==> src/rtl/mem_access_ctrl_if.sv <==
// Request/response and RAM handshake bundle for mem_access_ctrl.
// master: the controller's view; slave: the datapath + ram_256 side.
interface mem_access_ctrl_if #(
   parameter int unsigned ADDR_W = 8
);
   // datapath request
   logic              Req;
   logic              ReqRW;
   logic [ADDR_W-1:0] ReqAddr;
   logic [31:0]       ReqData;
   logic [1:0]        ReqSize;
   logic              ReqSigned;
   // datapath response
   logic              Busy;
   logic              Done;
   logic [31:0]       RdData;
   logic              Fault;
   logic [1:0]        FaultCode;
   // ram_256 handshake
   logic              Enable;
   logic              RW;
   logic [ADDR_W-1:0] Address;
   logic [31:0]       DataIn;
   logic [1:0]        DataSize;
   logic [31:0]       DataOut;
   logic              MFC;

   modport master (
      input  Req, ReqRW, ReqAddr, ReqData, ReqSize, ReqSigned,
      output Busy, Done, RdData, Fault, FaultCode,
      output Enable, RW, Address, DataIn, DataSize,
      input  DataOut, MFC
   );

   modport slave (
      output Req, ReqRW, ReqAddr, ReqData, ReqSize, ReqSigned,
      input  Busy, Done, RdData, Fault, FaultCode,
      input  Enable, RW, Address, DataIn, DataSize,
      output DataOut, MFC
   );
endinterface

==> src/rtl/mem_access_ctrl.sv <==
// Single-access load/store initiator for ram_256: checks size/alignment,
// runs one Enable/MFC handshake with a timeout, formats load data.
module mem_access_ctrl #(
   parameter int unsigned TIMEOUT = 15,
   parameter int unsigned ADDR_W  = 8
) (
   input  logic Clk,
   input  logic Reset_n,
   mem_access_ctrl_if.master bus
);

   // Counter only needs to reach TIMEOUT-1 (last waiting cycle).
   localparam int unsigned CNT_W = (TIMEOUT < 2) ? 1 : $clog2(TIMEOUT);
   localparam logic [CNT_W-1:0] CNT_LAST = CNT_W'(TIMEOUT - 1);

   localparam logic [1:0] SZ_BYTE  = 2'b00;
   localparam logic [1:0] SZ_HALF  = 2'b01;
   localparam logic [1:0] SZ_WORD  = 2'b10;
   localparam logic [1:0] SZ_ILLEG = 2'b11;

   localparam logic [1:0] FC_NONE  = 2'b00;
   localparam logic [1:0] FC_ALIGN = 2'b01;
   localparam logic [1:0] FC_SIZE  = 2'b10;
   localparam logic [1:0] FC_TMO   = 2'b11;

   typedef enum logic [1:0] {
      IDLE    = 2'd0,
      CHECK   = 2'd1,
      ACCESS  = 2'd2,
      RELEASE = 2'd3
   } state_t;

   state_t            state;
   logic              req_rw;
   logic              req_signed;
   logic [ADDR_W-1:0] req_addr;
   logic [31:0]       req_data;
   logic [1:0]        req_size;
   logic [CNT_W-1:0]  cnt;
   logic [31:0]       rd_fmt_c;
   logic              misaligned_c;

   // Load data formatting: pick the low byte/half and extend per the latched signedness.
   always_comb begin
      rd_fmt_c = bus.DataOut;
      case (req_size)
         SZ_BYTE: rd_fmt_c = {{24{req_signed & bus.DataOut[7]}},  bus.DataOut[7:0]};
         SZ_HALF: rd_fmt_c = {{16{req_signed & bus.DataOut[15]}}, bus.DataOut[15:0]};
         default: rd_fmt_c = bus.DataOut;
      endcase
   end

   // Halfwords need bit 0 clear, words need bits [1:0] clear.
   always_comb begin
      misaligned_c = 1'b0;
      if (req_size == SZ_HALF && req_addr[0])
         misaligned_c = 1'b1;
      if (req_size == SZ_WORD && req_addr[1:0] != 2'b00)
         misaligned_c = 1'b1;
   end

   // Controller FSM with all outputs registered.
   always_ff @(posedge Clk or negedge Reset_n) begin
      if (!Reset_n) begin
         state          <= IDLE;
         req_rw         <= 1'b1;
         req_signed     <= 1'b0;
         req_addr       <= '0;
         req_data       <= '0;
         req_size       <= SZ_BYTE;
         cnt            <= '0;
         bus.Busy       <= 1'b0;
         bus.Done       <= 1'b0;
         bus.Fault      <= 1'b0;
         bus.FaultCode  <= FC_NONE;
         bus.RdData     <= '0;
         bus.Enable     <= 1'b0;
         bus.RW         <= 1'b1;
         bus.Address    <= '0;
         bus.DataIn     <= '0;
         bus.DataSize   <= SZ_BYTE;
      end else begin
         bus.Done  <= 1'b0;
         bus.Fault <= 1'b0;
         case (state)
            IDLE: begin
               if (bus.Req) begin
                  req_rw        <= bus.ReqRW;
                  req_signed    <= bus.ReqSigned;
                  req_addr      <= bus.ReqAddr;
                  req_data      <= bus.ReqData;
                  req_size      <= bus.ReqSize;
                  bus.FaultCode <= FC_NONE;
                  bus.Busy      <= 1'b1;
                  state         <= CHECK;
               end
            end
            CHECK: begin
               if (req_size == SZ_ILLEG) begin
                  bus.Fault     <= 1'b1;
                  bus.FaultCode <= FC_SIZE;
                  bus.Busy      <= 1'b0;
                  state         <= IDLE;
               end else if (misaligned_c) begin
                  bus.Fault     <= 1'b1;
                  bus.FaultCode <= FC_ALIGN;
                  bus.Busy      <= 1'b0;
                  state         <= IDLE;
               end else begin
                  bus.Address  <= req_addr;
                  bus.RW       <= req_rw;
                  bus.DataSize <= req_size;
                  bus.DataIn   <= req_data;
                  bus.Enable   <= 1'b1;
                  cnt          <= '0;
                  state        <= ACCESS;
               end
            end
            ACCESS: begin
               // MFC wins over a timeout landing on the same cycle.
               if (bus.MFC) begin
                  if (req_rw)
                     bus.RdData <= rd_fmt_c;
                  bus.Enable <= 1'b0;
                  bus.Done   <= 1'b1;
                  state      <= RELEASE;
               end else if (cnt == CNT_LAST) begin
                  bus.Enable    <= 1'b0;
                  bus.Fault     <= 1'b1;
                  bus.FaultCode <= FC_TMO;
                  state         <= RELEASE;
               end else begin
                  cnt <= cnt + CNT_W'(1);
               end
            end
            RELEASE: begin
               // Hold off until MFC drops so it cannot complete the next access.
               if (!bus.MFC) begin
                  bus.Busy <= 1'b0;
                  state    <= IDLE;
               end
            end
            default: state <= IDLE;
         endcase
      end
   end

endmodule

==> src/flat_wrapper.sv <==
// flat-port wrapper written by rule: the top's interface ports become plain ports
module mem_access_ctrl_flat 
#(
   parameter int unsigned TIMEOUT = 15,
   parameter int unsigned ADDR_W  = 8
)
  (Clk, Reset_n, bus_Req, bus_ReqRW, bus_ReqAddr, bus_ReqData, bus_ReqSize, bus_ReqSigned, bus_Busy, bus_Done, bus_RdData, bus_Fault, bus_FaultCode, bus_Enable, bus_RW, bus_Address, bus_DataIn, bus_DataSize, bus_DataOut, bus_MFC);
  mem_access_ctrl_if #(.ADDR_W(ADDR_W)) bus_i ();
  input  logic Clk;
  input  logic Reset_n;
  input wire logic [$bits(bus_i.Req)-1:0] bus_Req;
  input wire logic [$bits(bus_i.ReqRW)-1:0] bus_ReqRW;
  input wire logic [$bits(bus_i.ReqAddr)-1:0] bus_ReqAddr;
  input wire logic [$bits(bus_i.ReqData)-1:0] bus_ReqData;
  input wire logic [$bits(bus_i.ReqSize)-1:0] bus_ReqSize;
  input wire logic [$bits(bus_i.ReqSigned)-1:0] bus_ReqSigned;
  output wire logic [$bits(bus_i.Busy)-1:0] bus_Busy;
  output wire logic [$bits(bus_i.Done)-1:0] bus_Done;
  output wire logic [$bits(bus_i.RdData)-1:0] bus_RdData;
  output wire logic [$bits(bus_i.Fault)-1:0] bus_Fault;
  output wire logic [$bits(bus_i.FaultCode)-1:0] bus_FaultCode;
  output wire logic [$bits(bus_i.Enable)-1:0] bus_Enable;
  output wire logic [$bits(bus_i.RW)-1:0] bus_RW;
  output wire logic [$bits(bus_i.Address)-1:0] bus_Address;
  output wire logic [$bits(bus_i.DataIn)-1:0] bus_DataIn;
  output wire logic [$bits(bus_i.DataSize)-1:0] bus_DataSize;
  input wire logic [$bits(bus_i.DataOut)-1:0] bus_DataOut;
  input wire logic [$bits(bus_i.MFC)-1:0] bus_MFC;
  assign bus_i.Req = bus_Req;
  assign bus_i.ReqRW = bus_ReqRW;
  assign bus_i.ReqAddr = bus_ReqAddr;
  assign bus_i.ReqData = bus_ReqData;
  assign bus_i.ReqSize = bus_ReqSize;
  assign bus_i.ReqSigned = bus_ReqSigned;
  assign bus_Busy = bus_i.Busy;
  assign bus_Done = bus_i.Done;
  assign bus_RdData = bus_i.RdData;
  assign bus_Fault = bus_i.Fault;
  assign bus_FaultCode = bus_i.FaultCode;
  assign bus_Enable = bus_i.Enable;
  assign bus_RW = bus_i.RW;
  assign bus_Address = bus_i.Address;
  assign bus_DataIn = bus_i.DataIn;
  assign bus_DataSize = bus_i.DataSize;
  assign bus_i.DataOut = bus_DataOut;
  assign bus_i.MFC = bus_MFC;
  mem_access_ctrl #(.TIMEOUT(TIMEOUT), .ADDR_W(ADDR_W)) u_core (.Clk(Clk), .Reset_n(Reset_n), .bus(bus_i));
endmodule
==> config.mk <==
export PLATFORM = sky130hd
export DESIGN_NAME = mem_access_ctrl_flat
export DESIGN_NICKNAME = d
export VERILOG_FILES = /design/src/rtl/mem_access_ctrl_if.sv /design/src/rtl/mem_access_ctrl.sv /design/src/flat_wrapper.sv
export SDC_FILE = /design/constraint.sdc
export NUM_CORES = 1
export LEC_CHECK = 0
export BUFFER_PORTS_ARGS = -buffer_cell sky130_fd_sc_hd__buf_2
export CAP_MARGIN = 0
export CORE_UTILIZATION = 55
export CTS_BUF_LIST = sky130_fd_sc_hd__clkbuf_4
export CTS_CLUSTER_SIZE = 40
export DETAILED_ROUTE_END_ITERATION = 6
export PLACE_DENSITY_LB_ADDON = 0.3
export SLEW_MARGIN = 20
export SYNTH_ARGS = -nofsm -noshare
export SYNTH_HDL_FRONTEND = slang
export SYNTH_SLANG_ARGS = --single-unit
==> constraint.sdc <==
create_clock -name Clk -period 4.7 [get_ports Clk]
set_clock_uncertainty 0.15 [all_clocks]
set_input_delay 0 -clock Clk [delete_from_list [all_inputs] [get_ports Clk]]
set_output_delay 0 -clock Clk [all_outputs]
set_load 0.02 [all_outputs]
==> results of run 1 <==
==> routing by layer <==
metal | vias to the layer above | part of all wire (%) | GRT usage (%)
met5 | - | 0 | 0
met2 | 176 | 51 | 45.8
met3 | 32 | 7.1 | 8.08
met4 | 0 | 2.3 | 11.0
li1 | 1853 | - | -
met1 | 1957 | 40 | 32.3
==> worst max-delay path by stage <==
| stage | slack [ps] | cells past startpoint | end |
|---|---|---|---|
| 3_3_place_gp | 1980 | 4 | u_core.bus.DataIn[21] |
| 4_1_cts | 1890 | 4 | u_core.bus.Address[5] |
| 6_report | 1880 | 4 | u_core.bus.Address[5] |
| 5_1_grt | 1690 | 4 | u_core.bus.DataIn[10] |
| 2_1_floorplan | 2690 | 8 | u_core.bus.RdData[6] |
| 3_5_place_dp | 1910 | 4 | u_core.bus.DataIn[10] |
==> worst reg2reg max path, stage by stage, from the launching register on <==
cell and delay [ps]:
dfrtp_1 830, a21oi_2 160, o21ai_4 770, buf_4 420, mux2_2 390
==> stage by stage <==
| stage | hold slack (ps) | power [mW] |
|---|---|---|
| finish | 83.2 | 4.92 |
| global route | 47.2 | 5.22 |
| CTS | 36.0 | 4.91 |
| detailed placement | 85.7 | 4.05 |
| global placement | 76.7 | 3.95 |
| floorplan | -446 | 3.46 |
==> report_power, final <==
| group | switching (mW) | internal, mW |
|---|---|---|
| combinational | 1.15 | 0.971 |
| sequential | 0.339 | 1.67 |
| clock | 0.456 | 0.338 |
==> final cells by class <==
type                    count  area, um2  share of cell area [%]
flip-flops and latches    131       3280                    44.9
multi-input cells         228       1890                    25.8
repair buffers            245       1650                    22.6
clock inverters            14        166                    2.28
well taps                 129        161                    2.21
clock buffers              18        135                    1.85
inverters                   7       26.3                   0.359
==> state kept, by name, indices dropped and copies added, names as in the netlist, named ones only <==
register / flops
u_core.req_signed: 1
u_core.req_rw: 1
u_core.bus.Done: 1
u_core.bus.DataIn: 32
u_core.bus.RW: 1
u_core.bus.Enable: 1
u_core.bus.Busy: 1
u_core.bus.Fault: 1
u_core.req_data: 32
u_core.bus.FaultCode: 2
u_core.req_addr: 8
u_core.req_size: 2
u_core.bus.Address: 8
u_core.state: 1
u_core.cnt: 4
u_core.bus.RdData: 32
u_core.bus.DataSize: 2
==> cells in the mapped netlist, types with 2 or more instances <==
cell type / instances
a21oi_1: 27
a31oi_1: 4
and2_1: 2
buf_2: 11
buf_4: 2
buf_6: 4
clkbuf_1: 2
dfrtp_1: 129
dfstp_2: 2
ha_1: 8
inv_1: 7
mux2_2: 96
mux2i_1: 3
nand2_1: 31
nand3_1: 3
nor2_1: 2
nor2b_1: 4
o21ai_0: 24
o21ai_1: 4
o22a_1: 2
==> kinds of logic after synthesis <==
family | synth area share [%]
DFF | 61.7
muxes | 20.9
AOI/OAI and AO/OA | 7.79
and+or+nand+nor | 4.82
buffers and inverters | 2.89
adders and majority gates | 1.88
==> placed cells by master, fill, tap and decap left out, types with 2 or more instances in the layout <==
cell	netlist	routed
buf_2	11	159
dfrtp_1	129	129
mux2_2	96	96
dlygate4sd3_1	0	82
nand2_1	31	30
a21oi_1	27	27
o21ai_0	24	24
clkbuf_4	0	18
ha_1	8	8
inv_1	7	7
inv_6	0	5
nor2b_1	4	4
a31oi_1	4	4
o21ai_1	4	4
nand3_1	3	3
mux2i_1	3	3
clkinvlp_4	0	3
buf_4	2	3
and2_1	2	2
o22a_1	2	2
nor2_1	2	2
clkinv_4	0	2
bufinv_16	0	2
inv_8	0	2
dfstp_2	2	2
==> flow_metrics.tcl, run 1 <==
set metrics [dict create \
    drive_above_1_share_pct 46.7 \
    antenna-diode-count 0 \
    leakagePower_nw 3.52 \
    critical_path_class "reg -> reg" \
    maxCapViolCount 0 \
    drt_iter0_drc 163 \
    nets 718 \
    setup_viol_count_final 0 \
    cp-end-kind "flip-flop" \
    finalHoldViolations 0 \
    grt_util_all_layers_pct 27.0 \
    worst-slew-pin-transition_ps 940 \
    path_cells "a21oi_2, o21ai_4, buf_4, mux2_2" \
    drc 0 \
    max-slew-margin-rel_pct 37.2 \
    synth_edf_count 0 \
    ctsRootBufferMaster "clkbuf_4" \
    critPathSlowestCell "dfrtp_1" \
    stdcell_count 772 \
    crit_family "compound AO/OA/AOI/OAI gates" \
    crit_fanout 27 \
    overflow 0 \
    timing.rr.end "u_core.bus.Address[5]" \
    postCtsSetupBuffers 0 \
    detail_route.vias_per_cell 5.20 \
    place_area_um2 6180 \
    routed_wirelength_mm 12.8 \
    synth-async-reset-ratio_pct 100 \
    cts.reportedPaths.clkPinSlew_ps 130 \
    grt_max_degree 84 \
    cts_tree "built" \
    cp.arrival_ps 3070 \
    synth-seq-area-share_pct 61.7 \
    wl_per_cell_um 16.5 \
    dieHeight_um 100 \
    reg2reg_depth 4 \
    start_kind "flip-flop" \
    grt_pass1_vias 4187 \
    min_path_cells 3 \
    hp-class "in -> reg" \
    cts_resized 0 \
    cts.sinks 131 \
    syn_to_final_growth_pct 37.5 \
    nFillCells 571 \
    dp_cells 658 \
    ant_nets 0 \
    place_congestion 0.809 \
    cp-startpoint "u_core.req_size[1]" \
    netlist_top_cells_area "dfrtp_1, mux2_2, a21oi_1, o21ai_0, nand2_1" \
    netlist_instances 386 \
    htree_levels 4 \
    period_needed_ps 2820 \
    fp-row-count 35 \
    dp_slack_ps 1910 \
    io_pins 161 \
    finalWorstSetupSlack_ps 1880 \
    synth_warnings 0 \
    utilization_pct 78.7 \
    netlist.area_leader.share_pct 60.7 \
    hold_buffers 81 \
    reg2reg_from "u_core.req_size[1]" \
    vias 4018 \
    drtPass1Iterations 5 \
    max_stage_delay_ps 830 \
    hold_path_end "u_core.bus.RdData[4]" \
    status "finished, final reports clean" \
    rsz0062_at_grt "no" \
    die-area_um2 10100 \
    crit_buf_inv 1 \
    antenna_found_initial 0 \
    worst_hold_startpoint "bus_DataOut[4]" \
    grt_pass1_wl_mm 20.5 \
    initial_core_util_pct 57.3 \
    fmax_mhz 355 \
    syn_area_per_cell_um2 13.8 \
    insertion_delay_ps 520 \
    stdcell_area_um2 7310 \
    synth_top_cell_by_area "dfrtp_1" \
    dp_hpwl_mm 7.49 \
    synth_seq_cells 131 \
    fp.coreArea_um2 9280 \
    finalCritPeriodShare_pct 60.0 \
    cts_inserted_buffers 17 \
    syn_nets 474 \
    synth_cell_types 39 \
    fp.dieW_um 100 \
    synthesis.area_um2 5320 \
    peakVddDrop_uv 343 \
    tns_ps 0 \
    power_density_nw_per_um2 674 \
    r2r_setup_slack_ps 1880 \
    clock_tree.buffer_depth 2 \
    report.final.slew_viol_count 0 \
    io_buffer_count 160 \
    synth-main-ff-cell "dfrtp_1" \
    worst_ep_required_time_ps 4950 \
]
No activity file was read; power rests on OpenSTA's default activity.
==> inputs of run 2 (changes only) <==
Settings changed: ABC_AREA from default to 1, CORE_UTILIZATION 55 to 48.
Clock period 4.7 ns to 2.4 ns, I/O delays scaled along.
==> flow_metrics.tcl, run 2 <==
set metrics [dict create \
    drt_iter0_drc 240 \
    switching_share_pct 39.7 \
    cts_tree "built" \
    htree_levels 4 \
    crit_fanout 34 \
    antenna_found_initial 0 \
    syn_nets 620 \
    synthesis.area_um2 5430 \
    cp.arrival_ps 2550 \
    grt_pass1_vias 5042 \
    syn_area_per_cell_um2 10.2 \
    rsz0062_at_grt "no" \
    max-slew-margin-rel_pct 64.6 \
    layout.cells.most_common "nand2_1" \
    io_pins 161 \
    finalCritPeriodShare_pct 95.4 \
    wl_per_cell_um 14.8 \
    timing.rr.end "u_core.req_data[5]" \
    tns_ps 0 \
    drive_above_1_share_pct 30.5 \
    power_frac_seq_pct 36.3 \
    nets 917 \
    synth_edf_count 0 \
    cts.sinks 131 \
    fp-row-count 38 \
    place_congestion 0.783 \
    detail_route.vias_per_cell 4.90 \
    reg2reg_from "u_core.state[0]" \
    r2r_setup_slack_ps 110 \
    top_regs "u_core.bus.DataIn: 32 flops, u_core.bus.RdData: 32 flops, u_core.req_data: 32 flops" \
    synth_top_cell_by_area "dfrtp_1" \
    power_density_nw_per_um2 1340 \
    p_clk_share_pct 16.4 \
    setup_viol_count_final 0 \
    die-area_um2 11700 \
    worst-slew-pin-transition_ps 531 \
    finalHoldViolations 0 \
    p_int_mw 6.52 \
    period_needed_ps 2290 \
    grt_max_degree 69 \
    mostFrequentLayoutCells "nand2_1, buf_2, dlygate4sd3_1" \
    max_stage_delay_ps 580 \
    status "finished, final reports clean" \
    ctsRootBufferMaster "clkbuf_4" \
    synth-main-ff-cell "dfrtp_1" \
    routed_wirelength_mm 14.5 \
    finalWorstSetupSlack_ps 109 \
    drc 0 \
    netlist_top_cells_area "dfrtp_1, nand2_1, mux2_2, o22a_1, inv_1" \
    cp-startpoint "u_core.state[0]" \
    synth_cell_types 27 \
    cts.reportedPaths.clkPinSlew_ps 110 \
    worst_ep_required_time_ps 2660 \
    peakVddDrop_uv 717 \
    reg2reg_depth 6 \
    grt_util_all_layers_pct 26.3 \
    p_comb_share_pct 47.2 \
    cts_inserted_buffers 17 \
    dp_slack_ps 439 \
    fp.dieW_um 108 \
    start_kind "flip-flop" \
    netlist_top_cells_count "nand2_1, dfrtp_1, mux2_2, inv_1, nor2_1" \
    synth-seq-area-share_pct 60.4 \
    clock_tree.buffer_depth 2 \
    hp-class "in -> reg" \
    report.final.slew_viol_count 0 \
    netlist_instances 532 \
    antenna-diode-count 0 \
    critPathSlowestCell "dlygate4sd3_1" \
    ant_nets 0 \
    netlist.area_leader.share_pct 59.4 \
    synth-async-reset-ratio_pct 100 \
    nFillCells 755 \
    io_buffer_count 160 \
    dieHeight_um 108 \
    drtPass1Iterations 6 \
    fp.coreArea_um2 10900 \
    overflow 0 \
    power_switching_mw 4.30 \
    synth_seq_cells 131 \
    leakagePower_nw 4.13 \
    maxCapViolCount 0 \
    crit_path_end "u_core.req_data[5]" \
    critical_path_class "reg -> reg" \
    fmax_mhz 437 \
    postCtsSetupBuffers 0 \
    initial_core_util_pct 49.7 \
    holdWs_ps 192 \
    vias 4807 \
    synth_most_common_cell "nand2_1" \
    insertion_delay_ps 530 \
    syn_to_final_growth_pct 48.6 \
    path_cells "inv_1, ha_1, nand2_2, buf_12, mux2_2, dlygate4sd3_1" \
    grt_pass1_wl_mm 23.5 \
    synth_warnings 0 \
    cp-end-kind "flip-flop" \
    dp_hpwl_mm 8.12 \
]
## run 2: metal layers
metal,vias up,part of all wire (%),global-route usage (%)
met3,27,5.7,7.59
li1,2296,-,-
met2,161,52,46.8
met4,0,1.6,8.49
met1,2323,41,30.3
met5,-,0,0
## run 2: worst min-delay path by stage
| stage | start | endpoint | depth (start not counted) | slack, ps |
|---|---|---|---|---|
| 3_5_place_dp | Reset_n | u_core.bus.RdData[13] | 1 | -180 |
| 5_1_grt | bus_MFC | u_core.bus.Done | 4 | 170 |
| 3_3_place_gp | Reset_n | u_core.bus.RdData[14] | 1 | -180 |
| 2_1_floorplan | Reset_n | async pin | 0 | -450 |
| 6_report | bus_MFC | u_core.bus.Done | 4 | 190 |
| 4_1_cts | bus_MFC | u_core.bus.Done | 4 | 140 |
## run 2: layout make-up
class / count / area (um2) / share of cell area, %
flip-flops and latches: 131 / 3280 / 40.6
repair buffers: 301 / 2250 / 27.9
multi-input cells: 346 / 1890 / 23.4
clock inverters: 13 / 209 / 2.59
well taps: 140 / 175 / 2.17
clock buffers: 19 / 143 / 1.77
inverters: 32 / 120 / 1.49
## run 2: logic make-up after synthesis
logic type      share of synthesized area [%]
xor+xnor                                0.161
flops                                    60.4
fa+ha+maj                                1.84
simple gates                             19.3
buf+inv                                  4.86
mux                                      8.71
compound gates                           4.79
## run 2: through the flow
| step | cells | utilization [%] | area, um2 | power, mW |
|---|---|---|---|---|
| 5_1_grt | 982 | 73.8 | 8070 | 11.5 |
| 3_3_place_gp | 817 | 58.3 | 6380 | 8.03 |
| 3_5_place_dp | 817 | 58.3 | 6380 | 8.23 |
| 2_1_floorplan | 532 | - | 5430 | 6.87 |
| 6_report | 982 | 73.8 | 8070 | 10.8 |
| 4_1_cts | 982 | 73.8 | 8070 | 10.7 |
## run 2: what timing repair did
item                                    in CTS  in global routing
gates resized for setup                      0                  2
hold endpoints to repair                   219                  0
endpoints found under the setup margin       0                 12
hold buffers                               133                  0
## run 2: worst max-delay path: cells and delay by family (launching register included)
kind	cells	cell delay, ps
adder cells (fa/ha/maj)	1	230
multiplexers	1	360
buffers and inverters	3	900
flip-flops	1	420
AND/OR/NAND/NOR	1	100
## run 2: power by group through the flow
stage	sequential, mW	combinational (mW)	clock, mW
2_1_floorplan	4.63	2.24	0
5_1_grt	4.04	5.60	1.90
6_report	3.93	5.11	1.78
3_5_place_dp	3.93	4.30	0
4_1_cts	3.89	5.03	1.81
3_3_place_gp	3.87	4.16	0
==> inputs of run 3 (changes only) <==
Settings changed: MAX_ROUTING_LAYER from default to met4.
==> flow_metrics.tcl, run 3 (synthesis results as in run 2) <==
set metrics [dict create \
    status "finished, final reports clean" \
    critPathSlowestCell "dlygate4sd3_1" \
    path_cells "inv_1, ha_1, nand2_2, buf_12, mux2_2, dlygate4sd3_1" \
    cts_inserted_buffers 17 \
    overflow 0 \
    nFillCells 755 \
    reg2reg_from "u_core.state[0]" \
    grt_max_degree 69 \
    syn_to_final_growth_pct 48.6 \
    min_path_cells 5 \
    grt_pass1_wl_mm 23.5 \
    fp-row-count 38 \
    fp.coreArea_um2 10900 \
    vias 4786 \
    crit_cells 6 \
    place_congestion 0.794 \
    finalCritPeriodShare_pct 95.2 \
    dp_hpwl_mm 8.12 \
    setup_viol_count_final 0 \
    io_pins 161 \
    dieHeight_um 108 \
    finalHoldViolations 0 \
    cts.reportedPaths.clkPinSlew_ps 110 \
    io_buffer_count 160 \
    detail_route.vias_per_cell 4.87 \
    report.final.slew_viol_count 0 \
    regArea_um2 3280 \
    routed_wirelength_mm 14.5 \
    fmax_mhz 437 \
    worst-slew-pin-transition_ps 527 \
    wl_per_cell_um 14.7 \
    postCtsSetupBuffers 0 \
    htree_levels 4 \
    drc 0 \
    drtPass1Iterations 4 \
    max-slew-margin-rel_pct 64.8 \
    top_regs "u_core.bus.DataIn: 32 flops, u_core.bus.RdData: 32 flops, u_core.req_data: 32 flops" \
    worst_hold_startpoint "bus_DataOut[31]" \
    holdWs_ps 205 \
    grt_util_all_layers_pct 27.0 \
    layout.cells.most_common "nand2_1" \
    cp.arrival_ps 2540 \
    power_density_nw_per_um2 1340 \
    antenna_found_initial 0 \
    timing.rr.end "u_core.req_data[5]" \
    nets 917 \
    insertion_delay_ps 520 \
    cts.sinks 131 \
    leakagePower_nw 4.13 \
    multi_input_area_um2 1890 \
    fp.dieW_um 108 \
    rsz0062_at_grt "no" \
    hp-class "in -> reg" \
    drt_iter0_drc 294 \
    peakVddDrop_uv 717 \
    ctsRootBufferMaster "clkbuf_4" \
    critical_path_class "reg -> reg" \
    start_kind "flip-flop" \
    crit_family "buffers and inverters" \
    hold_path_end "u_core.bus.RdData[31]" \
    cts_tree "built" \
    ant_nets 0 \
    mostFrequentLayoutCells "nand2_1, buf_2, dlygate4sd3_1" \
    maxCapViolCount 0 \
    crit_fanout 34 \
    grt_pass1_vias 5035 \
    period_needed_ps 2290 \
    cp-end-kind "flip-flop" \
    die-area_um2 11700 \
    worst_ep_required_time_ps 2650 \
    crit_buf_inv 3 \
    reg2reg_depth 6 \
    drive_above_1_share_pct 30.5 \
    r2r_setup_slack_ps 110 \
    initial_core_util_pct 49.7 \
    clock_tree.buffer_depth 2 \
    tns_ps 0 \
    max_stage_delay_ps 580 \
    antenna-diode-count 0 \
]
run 3: cell counts in the layout (fill, tap and decap cells not counted):
Identical to the previous run, type by type.
run 3: area by class of cell:
cell class              instances  area share, %
clock buffers                  19           1.77
clock inverters                13           2.59
inverters                      32           1.49
multi-input cells             346           23.4
flip-flops and latches        131           40.6
well taps                     140           2.17
repair buffers                301           27.9
run 3: tightest hold or removal path, cell delays in order:
cell,delay [ps]
dlygate4sd3_1,520
buf_2,100
nand2_1,40
nand2_1,60
o22a_1,120
run 3: worst max path at each step:
stage | start | slack [ps] | endpoint
after floorplan | u_core.state[0] | 710 | u_core.req_addr[2]
after global placement | u_core.state[0] | 570 | u_core.bus.RdData[7]
after detailed placement | u_core.state[0] | 440 | u_core.bus.RdData[12]
after CTS | u_core.state[0] | 90 | u_core.req_data[15]
after global routing | u_core.state[0] | 50 | u_core.req_addr[0]
final | u_core.state[0] | 110 | u_core.req_data[5]
run 3: per-stage QoR:
step | setup WS, ps | instance area (um2) | instances | total power, mW | util [%]
6_report | 114 | 8070 | 982 | 10.8 | 73.8
5_1_grt | 45.7 | 8070 | 982 | 11.5 | 73.8
4_1_cts | 86.2 | 8070 | 982 | 10.7 | 73.8
3_5_place_dp | 439 | 6380 | 817 | 8.23 | 58.3
3_3_place_gp | 571 | 6380 | 817 | 8.03 | 58.3
2_1_floorplan | 708 | 5430 | 532 | 6.87 | -
run 3: metal layers:
layer  vias up  global-route usage (%)  wire, um  part of all wire [%]
li1       2300                       -         -                     -
met1      2311                    31.1      6080                    42
met2       152                    46.8      7470                    52
met3        23                    6.03       681                   4.7
met4         0                    9.07       230                   1.6
met5         -                       -         0                     0
run 3: power breakdown:
part | switching (mW) | leakage (nW) | internal (mW)
Combinational | 2.84 | 2.37 | 2.27
Sequential | 0.635 | 1.59 | 3.29
Clock | 0.816 | 0.179 | 0.955
run 3: timing repair:
action	CTS	global route
resized for setup	0	2
hold buffers	133	0
endpoints found under the setup margin	0	12
endpoints found under the hold margin	219	0
